## src/rtl/proc_pkg.sv

```systemverilog
// Shared definitions for the 9-bit simple processor controller:
// ISA field positions, opcodes and the controller state encoding.
package proc_pkg;

  localparam int DW = 9;

  // Instruction word fields
  localparam int OP_MSB = 8;
  localparam int OP_LSB = 6;
  localparam int RX_MSB = 5;
  localparam int RX_LSB = 4;
  localparam int RY_MSB = 3;
  localparam int RY_LSB = 2;

  localparam logic [2:0] OP_MV  = 3'b000;
  localparam logic [2:0] OP_MVI = 3'b001;
  localparam logic [2:0] OP_ADD = 3'b010;
  localparam logic [2:0] OP_SUB = 3'b011;
  localparam logic [2:0] OP_AND = 3'b100;

  typedef enum logic [1:0] {
    S_IDLE,
    S_EXEC,
    S_WB,
    S_DONE
  } state_t;

  // Opcodes that go through the ALU and the G register
  function automatic logic is_alu(input logic [2:0] op);
    return (op == OP_ADD) || (op == OP_SUB) || (op == OP_AND);
  endfunction

endpackage

```

## src/rtl/proc_if.sv

```systemverilog
// Controller-side bundle: run/instruction request, register file ports,
// status and flags. master = controller, slave = surrounding system.
interface proc_if #(parameter int DW = proc_pkg::DW) ();

  logic          run;
  logic [DW-1:0] din;
  logic [DW-1:0] rf_rd0_data;
  logic [DW-1:0] rf_rd1_data;
  logic [1:0]    rf_rd0_addr;
  logic [1:0]    rf_rd1_addr;
  logic          rf_wr_en;
  logic [1:0]    rf_wr_addr;
  logic [DW-1:0] rf_wr_data;
  logic          busy;
  logic          done;
  logic          z_flag;
  logic          c_flag;

  modport master (
    input  run, din, rf_rd0_data, rf_rd1_data,
    output rf_rd0_addr, rf_rd1_addr, rf_wr_en, rf_wr_addr, rf_wr_data,
           busy, done, z_flag, c_flag
  );

  modport slave (
    output run, din, rf_rd0_data, rf_rd1_data,
    input  rf_rd0_addr, rf_rd1_addr, rf_wr_en, rf_wr_addr, rf_wr_data,
           busy, done, z_flag, c_flag
  );

endinterface

```

## src/rtl/proc_alu.sv

```systemverilog
// Combinational ALU: add, subtract (a + ~b + 1) and bitwise and.
// Carry is bit DW of the extended sum; for sub it means "no borrow".
module proc_alu
  import proc_pkg::*;
(
  input  logic [2:0]    op,
  input  logic [DW-1:0] a,
  input  logic [DW-1:0] b,
  output logic [DW-1:0] result,
  output logic          carry
);

  logic [DW:0] sum;

  // Select the operation; non-ALU opcodes produce zero
  always_comb begin
    sum    = '0;
    result = '0;
    carry  = 1'b0;
    case (op)
      OP_ADD: begin
        sum    = {1'b0, a} + {1'b0, b};
        result = sum[DW-1:0];
        carry  = sum[DW];
      end
      OP_SUB: begin
        sum    = {1'b0, a} + {1'b0, ~b} + {{DW{1'b0}}, 1'b1};
        result = sum[DW-1:0];
        carry  = sum[DW];
      end
      OP_AND: begin
        result = a & b;
      end
      default: ;
    endcase
  end

endmodule

```

## src/rtl/proc_ctrl.sv

```systemverilog
// Multi-cycle instruction controller for the 9-bit simple processor.
// Optional macro PROC_CTRL_FLAGS_EN builds the registered z/c flags;
// without it both flags are tied low.
module proc_ctrl
  import proc_pkg::*;
(
  input  logic   clk,
  input  logic   rst,
  proc_if.master bus
);

  state_t        state, state_next;
  logic [DW-1:0] ir;
  logic [DW-1:0] g;
  logic [2:0]    op;
  logic [1:0]    rx, ry;
  logic [DW-1:0] alu_res;
  logic          alu_carry;
  logic          latch_g;

  logic [1:0]    rd0_addr, rd1_addr, wr_addr;
  logic          wr_en, done_c;
  logic [DW-1:0] wr_data;

  assign op      = ir[OP_MSB:OP_LSB];
  assign rx      = ir[RX_MSB:RX_LSB];
  assign ry      = ir[RY_MSB:RY_LSB];
  assign latch_g = (state == S_EXEC) && is_alu(op);

  // Instruction bits [1:0] carry no meaning
  logic unused_ir_bits;
  assign unused_ir_bits = ^ir[1:0];

  proc_alu u_alu (
    .op     (op),
    .a      (bus.rf_rd0_data),
    .b      (bus.rf_rd1_data),
    .result (alu_res),
    .carry  (alu_carry)
  );

  // State, instruction and result registers
  always_ff @(posedge clk) begin
    if (rst) begin
      state <= S_IDLE;
      ir    <= '0;
      g     <= '0;
    end else begin
      state <= state_next;
      if (state == S_IDLE && bus.run) ir <= bus.din;
      if (latch_g) g <= alu_res;
    end
  end

  // Next state and register file port drive
  always_comb begin
    state_next = state;
    rd0_addr   = '0;
    rd1_addr   = '0;
    wr_en      = 1'b0;
    wr_addr    = '0;
    wr_data    = '0;
    done_c     = 1'b0;
    case (state)
      S_IDLE: if (bus.run) state_next = S_EXEC;
      S_EXEC: begin
        case (op)
          OP_MV: begin
            rd0_addr   = ry;
            wr_en      = 1'b1;
            wr_addr    = rx;
            wr_data    = bus.rf_rd0_data;
            state_next = S_DONE;
          end
          OP_MVI: begin
            wr_en      = 1'b1;
            wr_addr    = rx;
            wr_data    = bus.din;
            state_next = S_DONE;
          end
          OP_ADD, OP_SUB, OP_AND: begin
            rd0_addr   = rx;
            rd1_addr   = ry;
            state_next = S_WB;
          end
          default: state_next = S_DONE;
        endcase
      end
      S_WB: begin
        wr_en      = 1'b1;
        wr_addr    = rx;
        wr_data    = g;
        state_next = S_DONE;
      end
      S_DONE: begin
        done_c     = 1'b1;
        state_next = S_IDLE;
      end
      default: state_next = S_IDLE;
    endcase
  end

  // An abandoned instruction must neither commit its write nor signal done
  assign bus.rf_wr_en    = wr_en & ~rst;
  assign bus.done        = done_c & ~rst;
  assign bus.rf_rd0_addr = rd0_addr;
  assign bus.rf_rd1_addr = rd1_addr;
  assign bus.rf_wr_addr  = wr_addr;
  assign bus.rf_wr_data  = wr_data;
  assign bus.busy        = (state != S_IDLE);

`ifdef PROC_CTRL_FLAGS_EN
  logic z_q, c_q;

  // Flags follow the ALU result at the edge where G is latched
  always_ff @(posedge clk) begin
    if (rst) begin
      z_q <= 1'b0;
      c_q <= 1'b0;
    end else if (latch_g) begin
      z_q <= (alu_res == '0);
      c_q <= alu_carry;
    end
  end

  assign bus.z_flag = z_q;
  assign bus.c_flag = c_q;
`else
  logic unused_carry;
  assign unused_carry = alu_carry;
  assign bus.z_flag   = 1'b0;
  assign bus.c_flag   = 1'b0;
`endif

endmodule
```

## src/flat_wrapper.sv

```systemverilog
// flat-port wrapper written by rule: the top's interface ports become plain ports
module proc_ctrl_flat import proc_pkg::*;
  (clk, rst, bus_run, bus_din, bus_rf_rd0_data, bus_rf_rd1_data, bus_rf_rd0_addr, bus_rf_rd1_addr, bus_rf_wr_en, bus_rf_wr_addr, bus_rf_wr_data, bus_busy, bus_done, bus_z_flag, bus_c_flag);
  proc_if bus_i ();
  input  logic clk;
  input  logic rst;
  input wire logic [$bits(bus_i.run)-1:0] bus_run;
  input wire logic [$bits(bus_i.din)-1:0] bus_din;
  input wire logic [$bits(bus_i.rf_rd0_data)-1:0] bus_rf_rd0_data;
  input wire logic [$bits(bus_i.rf_rd1_data)-1:0] bus_rf_rd1_data;
  output wire logic [$bits(bus_i.rf_rd0_addr)-1:0] bus_rf_rd0_addr;
  output wire logic [$bits(bus_i.rf_rd1_addr)-1:0] bus_rf_rd1_addr;
  output wire logic [$bits(bus_i.rf_wr_en)-1:0] bus_rf_wr_en;
  output wire logic [$bits(bus_i.rf_wr_addr)-1:0] bus_rf_wr_addr;
  output wire logic [$bits(bus_i.rf_wr_data)-1:0] bus_rf_wr_data;
  output wire logic [$bits(bus_i.busy)-1:0] bus_busy;
  output wire logic [$bits(bus_i.done)-1:0] bus_done;
  output wire logic [$bits(bus_i.z_flag)-1:0] bus_z_flag;
  output wire logic [$bits(bus_i.c_flag)-1:0] bus_c_flag;
  assign bus_i.run = bus_run;
  assign bus_i.din = bus_din;
  assign bus_i.rf_rd0_data = bus_rf_rd0_data;
  assign bus_i.rf_rd1_data = bus_rf_rd1_data;
  assign bus_rf_rd0_addr = bus_i.rf_rd0_addr;
  assign bus_rf_rd1_addr = bus_i.rf_rd1_addr;
  assign bus_rf_wr_en = bus_i.rf_wr_en;
  assign bus_rf_wr_addr = bus_i.rf_wr_addr;
  assign bus_rf_wr_data = bus_i.rf_wr_data;
  assign bus_busy = bus_i.busy;
  assign bus_done = bus_i.done;
  assign bus_z_flag = bus_i.z_flag;
  assign bus_c_flag = bus_i.c_flag;
  proc_ctrl u_core (.clk(clk), .rst(rst), .bus(bus_i));
endmodule
```

## config.mk

```make
export PLATFORM = sky130hd
export DESIGN_NAME = proc_ctrl_flat
export DESIGN_NICKNAME = d
export VERILOG_FILES = /design/src/rtl/proc_pkg.sv /design/src/rtl/proc_if.sv /design/src/rtl/proc_alu.sv /design/src/rtl/proc_ctrl.sv /design/src/flat_wrapper.sv
export SDC_FILE = /design/constraint.sdc
export NUM_CORES = 1
export LEC_CHECK = 0
export CORE_UTILIZATION = 46
export CTS_CLUSTER_SIZE = 28
export DETAILED_ROUTE_END_ITERATION = 16
export PLACE_DENSITY = 0.78
export SLEW_MARGIN = 20
export SYNTH_ARGS = -nofsm -noshare
export SYNTH_HDL_FRONTEND = slang
export SYNTH_HIERARCHICAL = 1
export SYNTH_SLANG_ARGS = --single-unit
```

## constraint.sdc

```tcl
create_clock -name clk -period 2.05 [get_ports clk]
set_clock_uncertainty 0.05 [all_clocks]
set_input_delay 0.41 -clock clk [delete_from_list [all_inputs] [get_ports clk]]
set_output_delay 0.41 -clock clk [all_outputs]
set_load 0.02 [all_outputs]
```

==> results of run 1 <==
-- per-layer routing --
metal / vias to the layer above / wire length, um
li1: 1084 / -
met1: 1100 / 3000
met2: 98 / 3790
met3: 17 / 327
met4: 0 / 235
met5: - / 0
-- where the power goes --
part | internal (mW) | switching, mW | leakage (nW) | total, mW
clock network | 0.131 | 0.120 | 0.0216 | 0.250
logic | 0.992 | 0.960 | 1.27 | 1.95
registers | 0.402 | 0.0476 | 0.148 | 0.450
total | 1.52 | 1.13 | 1.44 | 2.65
-- stage by stage --
stage	hold WS, ps	utilization	power, mW	setup WS (ps)	instances
2_1_floorplan	392	-	1.26	-9.99	265
3_3_place_gp	409	0.724	1.80	-660	400
3_5_place_dp	414	0.724	1.83	-701	400
4_1_cts	428	0.776	2.17	0.509	410
5_1_grt	453	0.835	2.77	-105	410
6_report	432	0.835	2.65	-62.9	410
-- worst max path at each step --
stage                             startpoint           endpoint  slack [ps]  cells past startpoint
after floorplan           bus_rf_rd1_data[4]        u_core/g[8]         -10                     11
after global placement    bus_rf_rd1_data[4]        u_core/g[7]        -660                     11
after detailed placement  bus_rf_rd0_data[0]        u_core/g[8]        -700                     12
after CTS                 bus_rf_rd0_data[0]        u_core/g[8]         0.5                     12
after global routing         u_core/state[0]  bus_rf_wr_data[5]        -100                      8
final                        u_core/state[0]  bus_rf_wr_data[5]         -60                      8
-- registers in the layout, indices dropped and copies added, names as in the netlist --
signal / flops
u_core/g: 9
u_core/ir: 7
u_core/state: 2
-- cells in the final DEF (no fill, tap or decap), types with 6 or more instances in the layout --
cell,n
mux2i_1,23
o21ai_2,6
nor2_1,8
buf_6,26
and2_4,10
nand2_1,19
ha_1,9
nand2_2,6
nand3_1,9
a21oi_1,9
clkdlybuf4s50_1,16
dfxtp_1,14
ha_4,13
buf_4,49
inv_1,12
inv_2,7
nand2b_1,23
o21ai_1,10
-- cell type report --
cell class	instances	area [um^2]	area share
Tap cell	50	62.6	0.0181
Multi-Input combinational cell	212	1920	0.554
Sequential cell	18	368	0.106
Clock buffer	3	41.3	0.0119
Inverter	21	95.1	0.0275
Timing Repair Buffer	106	978	0.283
-- critical path, stage by stage (launching register included) --
cell,delay [ps]
dfxtp_2,370
buf_6,130
clkinvlp_4,140
ha_4,220
buf_6,140
nand2_1,70
o21ai_1,70
and2_4,140
buf_6,120
-- what timing repair did --
item,in CTS,in global routing
cloned,1,1
endpoints found under the setup margin,24,22
hold endpoints to repair,0,0
resized for setup,160,84
buffers inserted,7,0
pin swaps,32,38
==> flow_metrics.env, run 1 <==
export IMPL_fin_nets=417
export IMPL_ff2ff_setup_slack_ps=370
export IMPL_post_route_period_util=1.03
export IMPL_post_route_drc_count=0
export IMPL_clock_sinks=18
export IMPL_min_delay_worst_endpoint="u_core/ir[2]"
export IMPL_ir_drop_uv=396
export IMPL_drt_first_pass_iters=5
export IMPL_setup_viol=10
export IMPL_cp_end_kind="output pin"
export IMPL_dr_total_vias=2299
export IMPL_track_usage=0.287
export IMPL_numCtsBuffers=3
export IMPL_rows=23
export IMPL_grt_pass1_vias=2115
export IMPL_grt_pass1_wl_um=9910
export IMPL_fin_ws_ps=-62.9
export IMPL_cellPowerDensity_nw_per_um2=766
export IMPL_areaGrowthSynthToFinish_pct=67.7
export IMPL_antenna_found_initial=0
export IMPL_die_height_um=69.0
export IMPL_slew_viol_final=0
export IMPL_wl_um=7350
export IMPL_io_buffers=47
export IMPL_synth_area_um2=2060
export IMPL_antenna_cells=0
export IMPL_holdPathStages=2
export IMPL_met3_usage=0.0345
export IMPL_globalRouteOverflowTotal=0
export IMPL_outcome="complete, but fails checks"
export IMPL_start_util=0.498
export IMPL_top_usage_layer="met2"
export IMPL_io_pins=50
export IMPL_cts_hold_fix_buffers=0
export IMPL_antenna_left=0
export IMPL_layout_drive_gt1_share=0.472
export IMPL_core_area_um2=4140
export IMPL_routedWlPerCell_um=17.9
export IMPL_violations="setup timing"
export IMPL_routabilityCongestion=0.919
export IMPL_fin_area_um2=3460
export IMPL_holdCritStartpoint="u_core/ir[2]"
export IMPL_ff2ff_path_depth=8
export IMPL_yosys_warnings=6
export IMPL_htree_levels=1
export IMPL_grt_max_degree=19
export IMPL_max_freq_ghz=0.473
export IMPL_reg2reg_to="u_core/g[7]"
export IMPL_hpwl_um=4490
export IMPL_startpoint_type="flip-flop"
export IMPL_p_leak_nw=1.44
export IMPL_drtIter0Drc=227
export IMPL_setup_tns_ps=-341
export IMPL_arrival_ps=1650
export IMPL_rsz0062_at_grt="true"
export IMPL_finalHoldViolCount=0
export IMPL_reg2reg_from="u_core/ir[6]"
export IMPL_met2_usage=0.518
export IMPL_syn_inst=264
export IMPL_clk_path_buf_depth=2
export IMPL_fin_crit_ps=2110
export IMPL_cts_root_buf="clkbuf_8"
export IMPL_crit_required_ps=1590
export IMPL_fp_dieW_um=69.0
export IMPL_cap_violations=0
export IMPL_grtUsageMet1=0.344
export IMPL_post_dp_cell_area_um2=3000
export IMPL_via_per_inst=5.61
export IMPL_critPathKind="reg -> out"
export IMPL_die_area_um2=4760
export IMPL_clk_latency_ps=250
export IMPL_hp_class="reg -> reg"
export IMPL_tritoncts="done"
export IMPL_path_max_fanout=5
export IMPL_fillers=259
export IMPL_postSynthAreaPerCell_um2=7.82
export IMPL_clk_pin_slew_ps=70
No activity file was read; power rests on OpenSTA's default activity.
==> inputs of run 2 (changes only) <==
--- a/config.mk
+++ b/config.mk
@@ -8,6 +8,7 @@
 export CORE_UTILIZATION = 46
 export CTS_CLUSTER_SIZE = 28
 export DETAILED_ROUTE_END_ITERATION = 16
+export GPL_TIMING_DRIVEN = 1
 export PLACE_DENSITY = 0.78
 export SLEW_MARGIN = 20
 export SYNTH_ARGS = -nofsm -noshare
==> results of run 2 <==
No change in the layout: final DEF, timing and power equal those of run 1.
